`src/rtl/hdmi_period_decode.sv`:
```
// hdmi_period_decode
//   Three-channel HDMI TMDS/TERC4 symbol decoder with period tracking.
//   Stage 1 registers per-channel lookups (control code, TERC4 nibble, guard
//   band, TMDS byte); stage 2 runs the period FSM and registers the outputs.
//   Latency from an in_valid strobe to out_valid is two clocks.
// Ports:
//   clk, reset_n (sync, active low)
//   in_valid, in[29:0] = {ch2, ch1, ch0}
//   out_valid, mode[2:0], pixel_valid, pixel[23:0], sync[1:0] = {vsync, hsync},
//   island_valid, island_start, island_data[11:0], sym_err, err_count[ERR_W-1:0]
module hdmi_period_decode #(
  parameter int PREAMBLE_LEN = 8,
  parameter int GUARD_LEN    = 2,
  parameter int ISLAND_MAX   = 576,
  parameter int ERR_W        = 16
) (
  input  logic             clk,
  input  logic             reset_n,
  input  logic             in_valid,
  input  logic [29:0]      in,
  output logic             out_valid,
  output logic [2:0]       mode,
  output logic             pixel_valid,
  output logic [23:0]      pixel,
  output logic [1:0]       sync,
  output logic             island_valid,
  output logic             island_start,
  output logic [11:0]      island_data,
  output logic             sym_err,
  output logic [ERR_W-1:0] err_count
);

  localparam int PRE_W = $clog2(PREAMBLE_LEN + 1);
  localparam int GB_W  = $clog2(GUARD_LEN + 1);
  localparam int ISL_W = $clog2(ISLAND_MAX + 1);
  localparam logic [PRE_W-1:0] PRE_FULL = PRE_W'(PREAMBLE_LEN);
  localparam logic [GB_W-1:0]  GB_FULL  = GB_W'(GUARD_LEN);
  localparam logic [ISL_W-1:0] ISL_FULL = ISL_W'(ISLAND_MAX);
  localparam logic [9:0] GB_A = 10'b1011001100;
  localparam logic [9:0] GB_B = 10'b0100110011;

  typedef enum logic [2:0] {
    S_CONTROL  = 3'd0,
    S_VID_PRE  = 3'd1,
    S_VID_GB   = 3'd2,
    S_VIDEO    = 3'd3,
    S_DI_PRE   = 3'd4,
    S_DI_GB    = 3'd5,
    S_ISLAND   = 3'd6,
    S_DI_TRAIL = 3'd7
  } state_t;

  // {hit, D1, D0}
  function automatic logic [2:0] ctrl_dec(input logic [9:0] s);
    logic [2:0] r;
    r = '0;
    case (s)
      10'h354: r = 3'b100;
      10'h0AB: r = 3'b101;
      10'h154: r = 3'b110;
      10'h2AB: r = 3'b111;
      default: r = '0;
    endcase
    return r;
  endfunction

  // {hit, nibble}
  function automatic logic [4:0] terc_dec(input logic [9:0] s);
    logic [4:0] r;
    r = '0;
    case (s)
      10'b1010011100: r = 5'h10;
      10'b1001100011: r = 5'h11;
      10'b1011100100: r = 5'h12;
      10'b1011100010: r = 5'h13;
      10'b0101110001: r = 5'h14;
      10'b0100011110: r = 5'h15;
      10'b0110001110: r = 5'h16;
      10'b0100111100: r = 5'h17;
      10'b1011001100: r = 5'h18;
      10'b0100111001: r = 5'h19;
      10'b0110011100: r = 5'h1A;
      10'b1011000110: r = 5'h1B;
      10'b1010001110: r = 5'h1C;
      10'b1001110001: r = 5'h1D;
      10'b0101100011: r = 5'h1E;
      10'b1011000011: r = 5'h1F;
      default:        r = '0;
    endcase
    return r;
  endfunction

  function automatic logic [7:0] tmds_dec(input logic [9:0] s);
    logic [7:0] d;
    logic [7:0] r;
    d    = s[9] ? ~s[7:0] : s[7:0];
    r    = '0;
    r[0] = d[0];
    for (int unsigned i = 1; i < 8; i++)
      r[i] = s[8] ? (d[i] ^ d[i-1]) : ~(d[i] ^ d[i-1]);
    return r;
  endfunction

  // Stage 1: per-channel lookups
  logic            s1_valid;
  logic [2:0]      s1_ctrl;
  logic [2:0][1:0] s1_cd;
  logic [2:0]      s1_terc;
  logic [2:0][3:0] s1_tn;
  logic [2:0][7:0] s1_dat;
  logic            s1_gba0, s1_gba2, s1_gbb1, s1_gbb2;

  always_ff @(posedge clk) begin
    if (!reset_n) begin
      s1_valid <= 1'b0;
      s1_ctrl  <= '0;
      s1_cd    <= '0;
      s1_terc  <= '0;
      s1_tn    <= '0;
      s1_dat   <= '0;
      s1_gba0  <= 1'b0;
      s1_gba2  <= 1'b0;
      s1_gbb1  <= 1'b0;
      s1_gbb2  <= 1'b0;
    end else begin
      s1_valid <= in_valid;
      if (in_valid) begin
        for (int unsigned i = 0; i < 3; i++) begin
          {s1_ctrl[i], s1_cd[i]} <= ctrl_dec(in[i*10 +: 10]);
          {s1_terc[i], s1_tn[i]} <= terc_dec(in[i*10 +: 10]);
          s1_dat[i]              <= tmds_dec(in[i*10 +: 10]);
        end
        s1_gba0 <= (in[9:0]   == GB_A);
        s1_gbb1 <= (in[19:10] == GB_B);
        s1_gba2 <= (in[29:20] == GB_A);
        s1_gbb2 <= (in[29:20] == GB_B);
      end
    end
  end

  // Stage 2: period FSM
  state_t           state, state_n, eff, mode_q, mode_n;
  logic [PRE_W-1:0] run_cnt, run_n;
  logic [GB_W-1:0]  gb_cnt, gb_n;
  logic [ISL_W-1:0] isl_cnt, isl_n;
  logic [1:0]       sync_n;
  logic             pv_n, iv_n, is_n, err_n;
  logic [23:0]      pix_n;
  logic [11:0]      id_n;
  logic             all_ctrl, vid_pat, di_pat, vid_gb, di_gb, own_pat, oth_pat, own_gb;

  always_comb begin
    all_ctrl = &s1_ctrl;
    vid_pat  = all_ctrl && (s1_cd[1] == 2'b01) && (s1_cd[2] == 2'b00);
    di_pat   = all_ctrl && (s1_cd[1] == 2'b01) && (s1_cd[2] == 2'b01);
    vid_gb   = s1_gba0 && s1_gbb1 && s1_gba2;
    di_gb    = s1_terc[0] && s1_gbb1 && s1_gbb2;

    // A completed guard band hands its symbol to the following period, and a
    // ch0 control code in video is handled exactly like a CONTROL symbol.
    eff = state;
    if (state == S_VID_GB   && gb_cnt == GB_FULL) eff = S_VIDEO;
    if (state == S_DI_GB    && gb_cnt == GB_FULL) eff = S_ISLAND;
    if (state == S_DI_TRAIL && gb_cnt == GB_FULL) eff = S_CONTROL;
    if (eff == S_VIDEO && s1_ctrl[0])             eff = S_CONTROL;

    own_pat = (eff == S_DI_PRE) ? di_pat : vid_pat;
    oth_pat = (eff == S_DI_PRE) ? vid_pat : di_pat;
    own_gb  = (eff == S_DI_PRE || eff == S_DI_GB) ? di_gb : vid_gb;

    state_n = state;
    run_n   = run_cnt;
    gb_n    = gb_cnt;
    isl_n   = isl_cnt;
    mode_n  = mode_q;
    sync_n  = sync;
    pv_n    = 1'b0;
    pix_n   = '0;
    iv_n    = 1'b0;
    is_n    = 1'b0;
    id_n    = '0;
    err_n   = 1'b0;

    if (s1_valid) begin
      case (eff)
        S_CONTROL: begin
          gb_n    = '0;
          isl_n   = '0;
          run_n   = '0;
          state_n = S_CONTROL;
          if (all_ctrl) begin
            sync_n = s1_cd[0];
            if (vid_pat) begin
              state_n = S_VID_PRE;
              run_n   = PRE_W'(1);
            end else if (di_pat) begin
              state_n = S_DI_PRE;
              run_n   = PRE_W'(1);
            end
          end else begin
            err_n = 1'b1;
          end
        end
        S_VID_PRE, S_DI_PRE: begin
          if (all_ctrl) begin
            sync_n = s1_cd[0];
            if (own_pat) begin
              if (run_cnt != PRE_FULL) run_n = run_cnt + PRE_W'(1);
            end else if (oth_pat) begin
              state_n = (eff == S_DI_PRE) ? S_VID_PRE : S_DI_PRE;
              run_n   = PRE_W'(1);
            end else begin
              state_n = S_CONTROL;
              run_n   = '0;
            end
          end else if (own_gb && run_cnt >= PRE_FULL) begin
            state_n = (eff == S_DI_PRE) ? S_DI_GB : S_VID_GB;
            run_n   = '0;
            gb_n    = GB_W'(1);
            isl_n   = '0;
            if (eff == S_DI_PRE) sync_n = s1_tn[0][1:0];
          end else begin
            err_n   = 1'b1;
            state_n = S_CONTROL;
            run_n   = '0;
          end
        end
        S_VID_GB, S_DI_GB: begin
          if (own_gb) begin
            gb_n = gb_cnt + GB_W'(1);
            if (eff == S_DI_GB) sync_n = s1_tn[0][1:0];
          end else begin
            err_n   = 1'b1;
            state_n = S_CONTROL;
            gb_n    = '0;
          end
        end
        S_VIDEO: begin
          state_n = S_VIDEO;
          gb_n    = '0;
          pv_n    = 1'b1;
          pix_n   = s1_dat;
        end
        S_ISLAND: begin
          if (s1_gbb1 && s1_gbb2) begin
            state_n = S_DI_TRAIL;
            gb_n    = GB_W'(1);
            if (s1_terc[0]) sync_n = s1_tn[0][1:0];
          end else if ((&s1_terc) && isl_cnt < ISL_FULL) begin
            state_n = S_ISLAND;
            gb_n    = '0;
            isl_n   = isl_cnt + ISL_W'(1);
            iv_n    = 1'b1;
            is_n    = (state == S_DI_GB);
            id_n    = s1_tn;
            sync_n  = s1_tn[0][1:0];
          end else begin
            err_n   = 1'b1;
            state_n = S_CONTROL;
            gb_n    = '0;
            isl_n   = '0;
          end
        end
        S_DI_TRAIL: begin
          if (s1_gbb1 && s1_gbb2) begin
            gb_n = gb_cnt + GB_W'(1);
            if (s1_terc[0]) sync_n = s1_tn[0][1:0];
          end else begin
            err_n   = 1'b1;
            state_n = S_CONTROL;
            gb_n    = '0;
            isl_n   = '0;
          end
        end
        default: begin
          state_n = S_CONTROL;
        end
      endcase
      mode_n = state_n;
    end
  end

  always_ff @(posedge clk) begin
    if (!reset_n) begin
      state        <= S_CONTROL;
      run_cnt      <= '0;
      gb_cnt       <= '0;
      isl_cnt      <= '0;
      mode_q       <= S_CONTROL;
      out_valid    <= 1'b0;
      pixel_valid  <= 1'b0;
      pixel        <= '0;
      sync         <= '0;
      island_valid <= 1'b0;
      island_start <= 1'b0;
      island_data  <= '0;
      sym_err      <= 1'b0;
      err_count    <= '0;
    end else begin
      state        <= state_n;
      run_cnt      <= run_n;
      gb_cnt       <= gb_n;
      isl_cnt      <= isl_n;
      mode_q       <= mode_n;
      out_valid    <= s1_valid;
      pixel_valid  <= pv_n;
      pixel        <= pix_n;
      sync         <= sync_n;
      island_valid <= iv_n;
      island_start <= is_n;
      island_data  <= id_n;
      sym_err      <= err_n;
      if (err_n && err_count != '1) err_count <= err_count + ERR_W'(1);
    end
  end

  assign mode = mode_q;

endmodule

```
`config.mk`:
```
export PLATFORM = sky130hd
export DESIGN_NAME = hdmi_period_decode
export DESIGN_NICKNAME = d
export VERILOG_FILES = /design/src/rtl/hdmi_period_decode.sv
export SDC_FILE = /design/constraint.sdc
export NUM_CORES = 1
export LEC_CHECK = 0
export CAP_MARGIN = 20
export CORE_MARGIN = 2
export CORE_UTILIZATION = 60
export DETAILED_ROUTE_END_ITERATION = 10
export HOLD_SLACK_MARGIN = 0.12
export PLACE_DENSITY = 0.86
export SYNTH_ARGS = -nofsm -noshare
export SYNTH_HDL_FRONTEND = slang
export SYNTH_SLANG_ARGS = --single-unit
```
`constraint.sdc`:
```
create_clock -name clk -period 4.3 [get_ports clk]
set_input_delay 0.86 -clock clk [delete_from_list [all_inputs] [get_ports clk]]
set_output_delay 0.86 -clock clk [all_outputs]
set_load 0.02 [all_outputs]
```
==> qor.yml, run 1 <==
finish:
  syn_to_final_growth_pct: 21.8
  final_common_cell: "dfxtp_1"
  final_nets: 962
  antenna_cells: 0
  final_cell_mix: "dfxtp_1 (131), clkdlybuf4s50_1 (93), nor2_1 (69), a21oi_1 (46), nand2_1 (45)"
  drive_above_1_share_pct: 6.02
  utilization_pct: 75.8
placement:
  hpwl_um: 12900
  numPortBuffers: 94
  gp_congestion: 0.926
  place_ws_ns: 1.16
clocking:
  cts_root_buffer: "clkbuf_16"
  post_cts_buffers: 0
  clock_sinks: 131
  clk_path_buf_depth: 2
  postCtsResizedCells: 0
  cts_tree: "done"
  cts_made_buffers: 17
  clk_latency_ns: 0.43
  htreeDepth: 4
  clkTransAtPathRegs_ns: 0.06
  hold_buffers: 0
drt:
  wire_per_inst_um: 18.0
  drc_errors: 0
  dr.pass1.iters: 6
  vias_per_cell: 6.27
  wl_um: 19000
  ant_nets: 0
  drt_iter0_markers: 776
  vias: 6625
sta:
  rsz0062_at_grt: "false"
  relSlewSlack_pct: 32.5
  skew_ns: 0.00796
  setup_ws_ns: 1.12
  final_max_slew_viol_count: 0
  setup_tns_ns: 0
  max_freq_ghz: 0.315
  fin_crit_sh_pct: 73.9
  setup_violations: 0
  fin_crit_ns: 3.18
  worst_slew_pin_slew_ns: 1.00
  hold_violations: 0
die:
  pin_count: 95
  fp.dieW_um: 113
  coreArea_um2: 11500
  initial_utilization_pct: 62.2
  rows: 39
  dieArea_um2: 12800
  die_h_um: 113
synth:
  syn-instance-count: 833
  synth_top_cell_area_share_pct: 36.6
  yosys.area.top_type: "dfxtp_1"
  synthTopCellsByArea: "dfxtp_1 (37%), ha_1 (5.1%), xnor2_1 (4.3%), nor2_1 (3.6%), and2_1 (3.3%)"
  synthArstFlopShare_pct: 0
  ys.flop_type: "dfxtp_1"
  syn_area_per_cell_um2: 8.60
  synth_fp_nets: 895
  synth_warnings: 0
  netlist_area_um2: 7170
  ys_ff_latch: 131
  synth_cell_types: 79
  ys_seq_area_share_pct: 36.6
  synth_edf_count: 0
critical_path:
  cp_slowest_cell: "dfxtp_1"
  worstPathRequired_ns: 4.64
  crit_path_max_fanout: 28
  slowest_delay_ns: 0.94
  cp.arrival_ns: 3.51
  worstPathCellList: "mux2_4 -> a311oi_4 -> o31ai_4 -> a211oi_4 -> o31ai_1 -> a21oi_1"
  endpoint_kind: "register"
  start_kind: "register"
  path_class: "register to register"
  cp_top_family: "compound AO/OA/AOI/OAI gates"
  crit_buf_inv: 0
global_route:
  grt_usage_pct: 30.5
  grt_antenna_before_repair: 0
  grt_pass1_vias: 6518
  grt-ovfl-total: 0
  grt_start_max_net_pins: 54
  grt_pass1_wl_um: 31800
job:
  cap_violations: 0
power_and_ir_drop:
  p_leak_nw: 3.11
  power.density_nw_per_um2: 359
  ir_worst_vdd_mv: 0.367
status:
  status: "finished, final reports clean"
hold_path:
  hold_path.class: "register to register"
## cells by family after synthesis
kind of cell | synth area share (%)
AOI/OAI and AO/OA | 18.8
buffers and inverters | 5.06
DFF | 36.6
xor gates and xnor gates | 5.13
adders and majority gates | 5.22
muxes | 3.28
and+or+nand+nor | 25.9
## path summary, 6_finish.rpt
kind	start	to	slack [ns]	cells past startpoint
worst max-delay path	mode[0]	err_count[15]	1.12	6
worst min-delay path	s1_tn[8]	s1_tn[8]	0.45	2
worst max register to register	mode[0]	err_count[15]	1.12	6
worst min register to register	s1_tn[8]	s1_tn[8]	0.45	2
## state kept, by name, indices dropped and copies added, names as in the netlist, 2 cells and up
register,cells
pixel,24
mode,3
s1_dat,24
isl_cnt,10
s1_cd,6
s1_tn,12
s1_ctrl,3
gb_cnt,2
island_data,12
s1_terc,3
err_count,16
sync,2
run_cnt,4
## cell usage after synthesis (6+ instances only)
library cell / number
dfxtp_1: 131
or4_1: 10
mux2i_1: 22
nor2b_1: 20
o221ai_1: 6
a21oi_1: 46
nor3_1: 16
a211oi_1: 23
o21ai_0: 38
nand2b_1: 25
inv_1: 31
a31oi_1: 12
xnor2_1: 35
nand3_1: 25
ha_1: 29
nand4_1: 21
o31ai_1: 10
xor2_1: 7
nor2_1: 69
and3_1: 12
clkbuf_1: 38
and2_1: 38
nand2_1: 45
nor4_1: 7
nor3b_1: 10
## layer usage
metal | wire [um] | vias to the layer above | global-route usage, %
li1 | - | 3133 | -
met4 | 463 | 0 | 11.9
met5 | 0 | - | 0
met3 | 1270 | 56 | 7.12
met1 | 8090 | 3124 | 38.6
met2 | 9170 | 312 | 50.7
## worst reg2reg max path, stage by stage (launching register included)
cell,delay [ns]
dfxtp_1,0.94
mux2_4,0.37
a311oi_4,0.40
o31ai_4,0.16
a211oi_4,0.79
o31ai_1,0.21
a21oi_1,0.22
## power by group
part           leakage [nW]  switching [mW]  total [mW]  internal [mW]
combinational          1.74           0.176       0.304          0.128
clock                 0.303           0.553        1.55           1.00
sequential             1.07          0.0283        1.28           1.25
## layout make-up
cell class | count | area [um^2]
Multi-Input combinational cell | 618 | 4190
Fill cell | 797 | 2790
Sequential cell | 131 | 2620
Timing Repair Buffer | 100 | 981
Clock buffer | 20 | 457
Clock inverter | 12 | 179
Tap cell | 143 | 179
Inverter | 32 | 120
## metrics by stage
step | cell area [um^2] | hold WS, ns | power [mW] | cells
after floorplan | 7170 | 0.417 | 1.50 | 833
after global placement | 8090 | 0.432 | 1.59 | 1024
after detailed placement | 8090 | 0.436 | 1.60 | 1024
after CTS | 8730 | 0.450 | 3.15 | 1056
after global routing | 8730 | 0.470 | 3.23 | 1056
final | 8730 | 0.453 | 3.13 | 1056
Note: power is estimated with default switching activity, not from simulation.
==> run 2: changes to the inputs <==
Settings changed: CORE_UTILIZATION 60 to 50, PLACE_DENSITY 0.86 to 0.76.
Clock period 4.3 ns to 2.8 ns, I/O delays scaled along.
==> run 2 against run 1 <==
First-iteration DRC count fell by 14%. Clock-buffer cell count shrank 2. Critical path depth up 1. Sequential share of layout area down 0.83 points. Final area is 2.8% higher. Clock power grew 37%. Clock skew shrank 0.0027 ns. Sequential power is 52% higher. Hold slack worse by 0.0052 ns. Die area up 19%. Power up 46%. Combinational power up 63%. Largest cell class unchanged.
==> qor.yml, run 2 (same netlist as run 1, synthesis figures left out) <==
status:
  status: "finished, final reports clean"
sta:
  hold_violations: 0
  fin_crit_ns: 2.53
  relSlewSlack_pct: 31.1
  worst_slew_pin_slew_ns: 1.02
  setup_tns_ns: 0
  skew_ns: 0.00524
  setup_violations: 0
  fin_crit_sh_pct: 90.5
  max_freq_ghz: 0.395
  final_max_slew_viol_count: 0
  rsz0062_at_grt: "false"
drt:
  vias_per_cell: 5.78
  drt_iter0_markers: 668
  vias: 6502
  wl_um: 17700
  drc_errors: 0
  wire_per_inst_um: 15.7
  dr.pass1.iters: 5
  ant_nets: 0
clocking:
  cts_made_buffers: 17
  clkTransAtPathRegs_ns: 0.06
  clk_path_buf_depth: 2
  clock_sinks: 131
  hold_buffers: 0
  htreeDepth: 4
  cts_root_buffer: "clkbuf_16"
  clk_latency_ns: 0.42
  cts_tree: "done"
global_route:
  grt_pass1_vias: 5901
  grt_antenna_before_repair: 0
  grt_start_max_net_pins: 27
  grt_usage_pct: 23.6
  grt-ovfl-total: 0
  grt_pass1_wl_um: 28800
finish:
  fillers: 1207
  reg_top3: "pixel (24), s1_dat (24), err_count (16)"
  final_nets: 994
  final_common_cell: "dfxtp_1"
  final_cell_mix: "dfxtp_1 (131), clkdlybuf4s50_1 (93), nor2_1 (69), a21oi_1 (46), nand2_1 (45)"
  regArea_um2: 2620
  syn_to_final_growth_pct: 25.2
  antenna_cells: 0
  multi_input_area_um2: 4190
  drive_above_1_share_pct: 9.42
placement:
  gp_congestion: 0.981
  numPortBuffers: 94
  hpwl_um: 12800
critical_path:
  endpoint_kind: "register"
  worstPathRequired_ns: 3.15
  reg2reg_to: "isl_cnt[9]"
  worst_setup_path_startpoint: "mode[0]"
  start_kind: "register"
  cp-endpoint: "isl_cnt[9]"
  r2r_cells: 7
  r2r_slack_ns: 0.27
  path_class: "register to register"
  r2r-start: "mode[0]"
  crit_path_max_fanout: 13
  cp.arrival_ns: 2.89
die:
  dieArea_um2: 15300
  pin_count: 95
  rows: 43
  initial_utilization_pct: 51.4
  die_h_um: 124
  coreArea_um2: 13900
  fp.dieW_um: 124
hold_path:
  hold_path.class: "register to register"
  min_path_cells: 1
power_and_ir_drop:
  p_total_mw: 4.57
  p_leak_nw: 3.24
  power.density_nw_per_um2: 509
  ir_worst_vdd_mv: 0.502
job:
  cap_violations: 0
==> run 2: cell types whose count changed in the layout (fill, tap and decap cells not counted), sizes merged <==
cell,delta
bufinv,-3
buf,+32
clkbuf,-2
clkinvlp,+2
inv,+3
==> run 2: final cells by class <==
class	instances	share of cell area, %
Clock buffer	18	4.89
Clock inverter	14	1.44
Inverter	32	1.34
Multi-Input combinational cell	618	46.7
Sequential cell	131	29.2
Tap cell	180	2.51
Timing Repair Buffer	132	13.9
==> run 2: where the power goes <==
| group | leakage [nW] | switching [mW] | internal, mW |
|---|---|---|---|
| logic | 1.91 | 0.272 | 0.224 |
| registers | 1.07 | 0.0345 | 1.92 |
| clock network | 0.267 | 0.870 | 1.25 |
==> run 2: worst min-delay path by stage <==
| stage | slack, ns | to | startpoint |
|---|---|---|---|
| 4_1_cts | 0.45 | island_data[10] | s1_tn[10] |
| 2_1_floorplan | 0.42 | s1_tn[8] | s1_tn[8] |
| 5_1_grt | 0.47 | pixel[9] | s1_dat[9] |
| 6_report | 0.45 | island_data[10] | s1_tn[10] |
| 3_3_place_gp | 0.43 | island_data[10] | s1_tn[10] |
| 3_5_place_dp | 0.44 | island_data[10] | s1_tn[10] |
==> run 2: what timing repair did <==
action / 4_1_cts / 5_1_grt
setup endpoints to repair: 0 / 1
resized for setup: 0 / 1
setup buffers: 0 / 0
==> run 2: per-stage QoR <==
stage          cell area, um^2  utilization (%)  setup WS [ns]  hold WS [ns]  instances
3_5_place_dp              8400             60.3         0.0942         0.435       1093
5_1_grt                   8970             64.4          0.133         0.471       1125
2_1_floorplan             7170                -          0.473         0.417        833
3_3_place_gp              8400             60.3          0.209         0.433       1093
6_report                  8970             64.4          0.266         0.448       1125
4_1_cts                   8970             64.4          0.178         0.449       1125
==> run 2: per-layer routing <==
metal  up-vias  global-route usage (%)  share of wire, %
met5         -                       0                 0
met4         0                    7.24               1.6
met3        22                    5.04               6.0
met2       233                    38.3                46
met1      3038                    31.4                46
li1       3209                       -                 -
==> run 2: critical path, cell delays in order (launching register included) <==
cell      delay, ns
dfxtp_1        0.64
buf_4          0.25
a21boi_1       0.10
a21oi_1        0.35
o21a_1         0.27
o211ai_4       0.15
or4_1          0.55
a21oi_1        0.15
==> run 3: changes to the inputs <==
Settings changed: HOLD_SLACK_MARGIN 0.12 to 0.06.
==> results of run 3 <==
Same layout as run 2: the final DEF is identical, and so are final timing and power.
